===== src/rtl/keccak_pad_absorb.sv =====
// Keccak message padder and rate-block assembler.
// Packs little-endian message words into a 1344-bit rate buffer. On the final
// word it applies the SHA3 (0x06) or SHAKE (0x1F) domain suffix and the 0x80
// end marker, then hands complete rate blocks downstream with valid/ready.
// When the final word exactly fills a block, a separate pad-only block follows.
module keccak_pad_absorb #(
  parameter int W  = 64,
  parameter int BW = $clog2(W/8)+1
) (
  input  logic          clk,
  input  logic          rst,
  input  logic          in_valid,
  output logic          in_ready,
  input  logic [W-1:0]  in_data,
  input  logic          in_last,
  input  logic [BW-1:0] in_bytes,
  input  logic [2:0]    cmode,
  output logic          blk_valid,
  input  logic          blk_ready,
  output logic [1343:0] blk_data,
  output logic          blk_first,
  output logic          blk_last,
  output logic          err_mode
);

  localparam int NB     = W/8;
  localparam int NWORDS = 1344/W;
  localparam int NBYTES = 168;
  localparam logic [7:0] NB8 = 8'(NB);

  typedef enum logic [2:0] {IDLE, FILL, EMIT, PADBLK, DROP} state_t;

  state_t        state_q, state_d;
  logic [1343:0] buf_q, buf_d;
  logic [7:0]    ptr_q, ptr_d;
  logic [2:0]    mode_q, mode_d;
  logic          first_q, first_d;
  logic          last_q, last_d;
  logic          padPend_q, padPend_d;
  logic          err_q, err_d;

  logic          accept;
  logic          legal;
  logic [2:0]    effMode;
  logic [7:0]    rate;
  logic [7:0]    suffix;
  logic [7:0]    inBytesExt;
  logic [7:0]    nBytes;
  logic [7:0]    qPtr;
  logic [W-1:0]  maskedData;
  logic [1343:0] wrBuf;
  logic [1343:0] padBuf;
  logic [1343:0] padOnly;

  // Rate in bytes for each capacity mode; illegal modes map to zero.
  function automatic logic [7:0] rateOf(input logic [2:0] m);
    case (m)
      3'd0:    rateOf = 8'd144;
      3'd1:    rateOf = 8'd136;
      3'd2:    rateOf = 8'd104;
      3'd3:    rateOf = 8'd72;
      3'd4:    rateOf = 8'd168;
      3'd5:    rateOf = 8'd136;
      default: rateOf = 8'd0;
    endcase
  endfunction

  // Domain-separation suffix: SHAKE modes use 0x1F, fixed-length SHA3 uses 0x06.
  function automatic logic [7:0] suffixOf(input logic [2:0] m);
    suffixOf = (m >= 3'd4) ? 8'h1F : 8'h06;
  endfunction

  assign accept    = in_valid & in_ready;
  assign legal     = (cmode < 3'd6);
  assign in_ready  = ~rst & ((state_q == IDLE) | (state_q == FILL) | (state_q == DROP));
  assign blk_valid = (state_q == EMIT) | (state_q == PADBLK);
  assign blk_data  = buf_q;
  assign blk_first = blk_valid & first_q;
  assign blk_last  = blk_valid & last_q;
  assign err_mode  = err_q;

  // Datapath: mask the incoming word, drop it into the buffer at the byte
  // pointer, and precompute the padded and pad-only variants of the buffer.
  always_comb begin
    effMode    = (state_q == IDLE) ? cmode : mode_q;
    rate       = rateOf(effMode);
    suffix     = suffixOf(effMode);
    inBytesExt = 8'(in_bytes);
    if (!in_last || inBytesExt > NB8) nBytes = NB8;
    else                              nBytes = inBytesExt;
    qPtr = ptr_q + nBytes;

    maskedData = '0;
    for (int j = 0; j < NB; j++) begin
      if (8'(j) < nBytes) maskedData[8*j +: 8] = in_data[8*j +: 8];
    end

    wrBuf = buf_q;
    for (int w = 0; w < NWORDS; w++) begin
      if (8'(w*NB) == ptr_q) wrBuf[w*W +: W] = maskedData;
    end

    padBuf  = wrBuf;
    padOnly = '0;
    for (int k = 0; k < NBYTES; k++) begin
      if (8'(k) == qPtr) padBuf[8*k +: 8] = padBuf[8*k +: 8] | suffix;
      if (8'(k) == rate - 8'd1) begin
        padBuf[8*k +: 8]  = padBuf[8*k +: 8] | 8'h80;
        padOnly[8*k +: 8] = 8'h80;
      end
    end
    padOnly[7:0] = padOnly[7:0] | suffix;
  end

  // Next-state logic: absorb words, decide when a block is complete, and
  // sequence block handoff including the trailing pad-only block.
  always_comb begin
    state_d   = state_q;
    buf_d     = buf_q;
    ptr_d     = ptr_q;
    mode_d    = mode_q;
    first_d   = first_q;
    last_d    = last_q;
    padPend_d = padPend_q;
    err_d     = 1'b0;

    case (state_q)
      IDLE, FILL: begin
        if (accept && state_q == IDLE && !legal) begin
          err_d   = 1'b1;
          state_d = in_last ? IDLE : DROP;
        end else if (accept) begin
          if (state_q == IDLE) begin
            mode_d  = cmode;
            first_d = 1'b1;
          end
          if (in_last) begin
            state_d = EMIT;
            ptr_d   = qPtr;
            if (qPtr == rate) begin
              buf_d     = wrBuf;
              last_d    = 1'b0;
              padPend_d = 1'b1;
            end else begin
              buf_d     = padBuf;
              last_d    = 1'b1;
              padPend_d = 1'b0;
            end
          end else begin
            buf_d     = wrBuf;
            ptr_d     = qPtr;
            last_d    = 1'b0;
            padPend_d = 1'b0;
            state_d   = (qPtr == rate) ? EMIT : FILL;
          end
        end
      end
      EMIT: begin
        if (blk_ready) begin
          buf_d   = '0;
          ptr_d   = 8'd0;
          first_d = 1'b0;
          if (last_q) begin
            last_d  = 1'b0;
            state_d = IDLE;
          end else if (padPend_q) begin
            buf_d     = padOnly;
            last_d    = 1'b1;
            padPend_d = 1'b0;
            state_d   = PADBLK;
          end else begin
            state_d = FILL;
          end
        end
      end
      PADBLK: begin
        if (blk_ready) begin
          buf_d   = '0;
          ptr_d   = 8'd0;
          first_d = 1'b0;
          last_d  = 1'b0;
          state_d = IDLE;
        end
      end
      DROP: begin
        if (accept && in_last) state_d = IDLE;
      end
      default: state_d = IDLE;
    endcase
  end

  // State registers with synchronous reset that discards any partial message.
  always_ff @(posedge clk) begin
    if (rst) begin
      state_q   <= IDLE;
      buf_q     <= '0;
      ptr_q     <= 8'd0;
      mode_q    <= 3'd0;
      first_q   <= 1'b0;
      last_q    <= 1'b0;
      padPend_q <= 1'b0;
      err_q     <= 1'b0;
    end else begin
      state_q   <= state_d;
      buf_q     <= buf_d;
      ptr_q     <= ptr_d;
      mode_q    <= mode_d;
      first_q   <= first_d;
      last_q    <= last_d;
      padPend_q <= padPend_d;
      err_q     <= err_d;
    end
  end

endmodule


===== config.mk =====
export PLATFORM = sky130hd
export DESIGN_NAME = keccak_pad_absorb
export DESIGN_NICKNAME = d
export VERILOG_FILES = /design/src/rtl/keccak_pad_absorb.sv
export SDC_FILE = /design/constraint.sdc
export NUM_CORES = 2
export LEC_CHECK = 0
export ABC_AREA = 1
export CAP_MARGIN = 30
export CORE_AREA = 2 2 555 557
export DETAILED_ROUTE_END_ITERATION = 10
export DIE_AREA = 0 0 557 559
export GPL_ROUTABILITY_DRIVEN = 1
export PLACE_DENSITY = 0.5
export SYNTH_ARGS = -nofsm -noshare
export SYNTH_HDL_FRONTEND = slang
export SYNTH_SLANG_ARGS = --single-unit

===== constraint.sdc =====
create_clock -name clk -period 3.8 [get_ports clk]
set_input_delay 1.14 -clock clk [delete_from_list [all_inputs] [get_ports clk]]
set_output_delay 1.14 -clock clk [all_outputs]
set_load 0.02 [all_outputs]

==> flow_metrics.tcl <==
set metrics [dict create \
    status "finished, final reports clean" \
    arrival_ns 4.50 \
    worst_pin_slew_ns 1.01 \
    drt-initial-drc-count 9457 \
    syn_nets 9361 \
    avgViaCountPerCell 5.08 \
    synth_top_area_frac 0.420 \
    wl_per_cell_um 29.0 \
    start_util 0.213 \
    synth.most_common_cell "nand2_1" \
    firstDrtPassIters 6 \
    synth.largest_area_cell "dfxtp_1" \
    leakage_nw 31.2 \
    synth_edf_count 0 \
    ys_warn_count 0 \
    powerDensity_nw_per_um2 405 \
    finalCriticalPeriod_ns 3.74 \
    clkTransAtPathRegs_ns 0.06 \
    pre_cts_ws_ns -1.85 \
    endpoint_kind "register" \
    grt_pass1_vias 67300 \
    antenna_found_initial 50 \
    grt.total_usage 0.262 \
    num_rows 203 \
    postSynthAreaPerCell_um2 7.00 \
    finalSetupViolations 0 \
    drc 0 \
    io_pins 1425 \
    grt_max_degree 175 \
    netlist_area_um2 65000 \
    async_reset_ff_frac 0 \
    drv_slew 0 \
    setup_ws_ns 0.0584 \
    hold_ws_ns 0.468 \
    clock-sinks 1362 \
    max-cap-violations 0 \
    io_buffers 1424 \
    cts_made_buffers 172 \
    grt_pass1_wl_um 578000 \
    dieArea_um2 311000 \
    fin_crit_sh 0.985 \
    path_max_fanout 7 \
    ys_seq_area_frac 0.420 \
    finalSetupTns_ns 0 \
    vias 75400 \
    hpwl_um 311000 \
    core_area_um2 305000 \
    max_freq_mhz 267 \
    ant_nets 0 \
    met2_length_um 185000 \
    htreeDepth 4 \
    ys_ff_latch 1362 \
    maxUsedRoutingLayer "met5" \
    cp-start-kind "input port" \
    netlist_instances 9277 \
    cts_root_buf "clkbuf_16" \
    dieWidth_um 557 \
    gp_congestion 0.854 \
    hold_viol 0 \
    hold_path.class "reg -> reg" \
    met1_length_um 186000 \
    synth_common_cells "2884 x nand2_1, 1362 x dfxtp_1, 1040 x a21oi_1, 990 x o21ai_0, 761 x clkbuf_1" \
    clock_skew_ns 0.0532 \
    synthFlopType "dfxtp_1" \
    clock_path_buffers 4 \
    worstSetupPathType "in -> reg" \
    synthTopCellsByArea "dfxtp_1 42%, nand2_1 17%, a21oi_1 8.0%, o21ai_0 7.6%, o31ai_1 4.4%" \
    required_ns 4.56 \
    wl_met3_um 40000 \
    wl_um 431000 \
    cts_tree "yes" \
    nets 10700 \
    peakVddDrop_mv 0.393 \
    fillCellCount 32700 \
    drive_gt1_frac 0.120 \
    ys_types 43 \
    slew_headroom 0.328 \
    die_y_um 559 \
    syn_to_final_growth_pct 46.7 \
    gr-total-overflow 0 \
    clock_latency_ns 0.84 \
]
-- layout make-up --
type | instances | area (um2) | share of cell area
diodes | 19 | 47.5 | 0.000499
multi-input cells | 6818 | 34400 | 0.360
well taps | 4100 | 5130 | 0.0538
clock inverters | 49 | 571 | 0.00599
inverters | 158 | 619 | 0.00650
clock buffers | 257 | 5100 | 0.0535
repair buffers | 2101 | 22200 | 0.233
flip-flops and latches | 1362 | 27300 | 0.286
-- logic make-up (layout without fill, tap and decap cells) --
kind of cell / Yosys count / count (layout) / share of synthesized area
AO/OA/AOI/OAI: 3161 / 3161 / 0.290
XOR/XNOR: 1 / 1 / 0.000250
adder cells (fa/ha/maj): 8 / 8 / 0.00166
buffers and inverters: 1097 / 2565 / 0.0674
flip-flops: 1362 / 1362 / 0.420
other: 0 / 19 / 0
AND/OR/NAND/NOR: 3648 / 3648 / 0.221
-- metal layers --
metal / GRT usage / up-vias
met5: 0 / -
met2: 0.394 / 3924
met1: 0.355 / 36300
li1: - / 34500
met4: 0.108 / 6
met3: 0.0637 / 647
-- worst max-delay path: stages --
cell	delay (ns)
dlygate4sd2_1	0.25
nor2_2	0.17
a31oi_4	0.14
nor2_4	0.30
ha_4	0.19
inv_1	0.05
fa_2	0.35
inv_2	0.10
nand4_1	0.12
nand2_2	0.12
buf_4	0.12
nand3_2	0.09
nand2_4	0.13
nand2_1	0.10
nor2_4	0.18
buf_12	0.16
nand2_1	0.17
inv_1	0.16
a21oi_1	0.08
nand2_1	0.09
o211ai_1	0.09
a21oi_1	0.15
-- layout by cell type (no fill, tap or decap), drive strengths merged, types with 34 or more instances in the layout --
cell type / count
a21oi: 1041
a22oi: 330
buf: 678
clkbuf: 260
clkdlybuf4s50: 1416
clkinv: 34
dfxtp: 1362
inv: 159
nand2: 2951
nand3: 76
nor2: 585
o211ai: 115
o21ai: 1025
o221ai: 216
o31ai: 384
-- where the power goes --
| part | internal [mW] | switching (mW) |
|---|---|---|
| sequential | 14.5 | 0.193 |
| clock | 9.83 | 7.23 |
| combinational | 1.91 | 4.97 |
| total | 26.2 | 12.4 |
-- registers in the layout, summed over array words and instances, names as in the netlist --
signal and cells:
padPend_q 1, mode_q 3, ptr_q 8, state_q 3, err_mode 1, first_q 1
blk_data 1344, last_q 1
-- stage by stage --
step	utilization	cell area, um2	std cells	total power, mW
after global placement	0.291	88700	14500	21.7
after floorplan	-	65000	9277	17.8
final	0.312	95300	14900	38.6
after global routing	0.312	95300	14800	39.7
after detailed placement	0.291	88700	14500	21.7
after CTS	0.311	94900	14800	38.8
-- timing repair --
| item | CTS | global route |
|---|---|---|
| pin swaps | 22 | 20 |
| hold buffers | 0 | 0 |
| gates cloned | 2 | 3 |
| setup buffers | 19 | 11 |
| setup endpoints to repair | 867 | 834 |
| resized for setup | 62 | 72 |
-- path summary, 6_finish.rpt --
| kind | start | to | slack, ns | depth (start not counted) |
|---|---|---|---|---|
| max | in_bytes[1] | blk_data[828] | 0.06 | 22 |
| min | mode_q[2] | mode_q[2] | 0.47 | 2 |
| max reg2reg | ptr_q[0] | blk_data[599] | 0.69 | 12 |
| min reg2reg | mode_q[2] | mode_q[2] | 0.47 | 2 |
No activity file was read; power rests on OpenSTA's default activity.
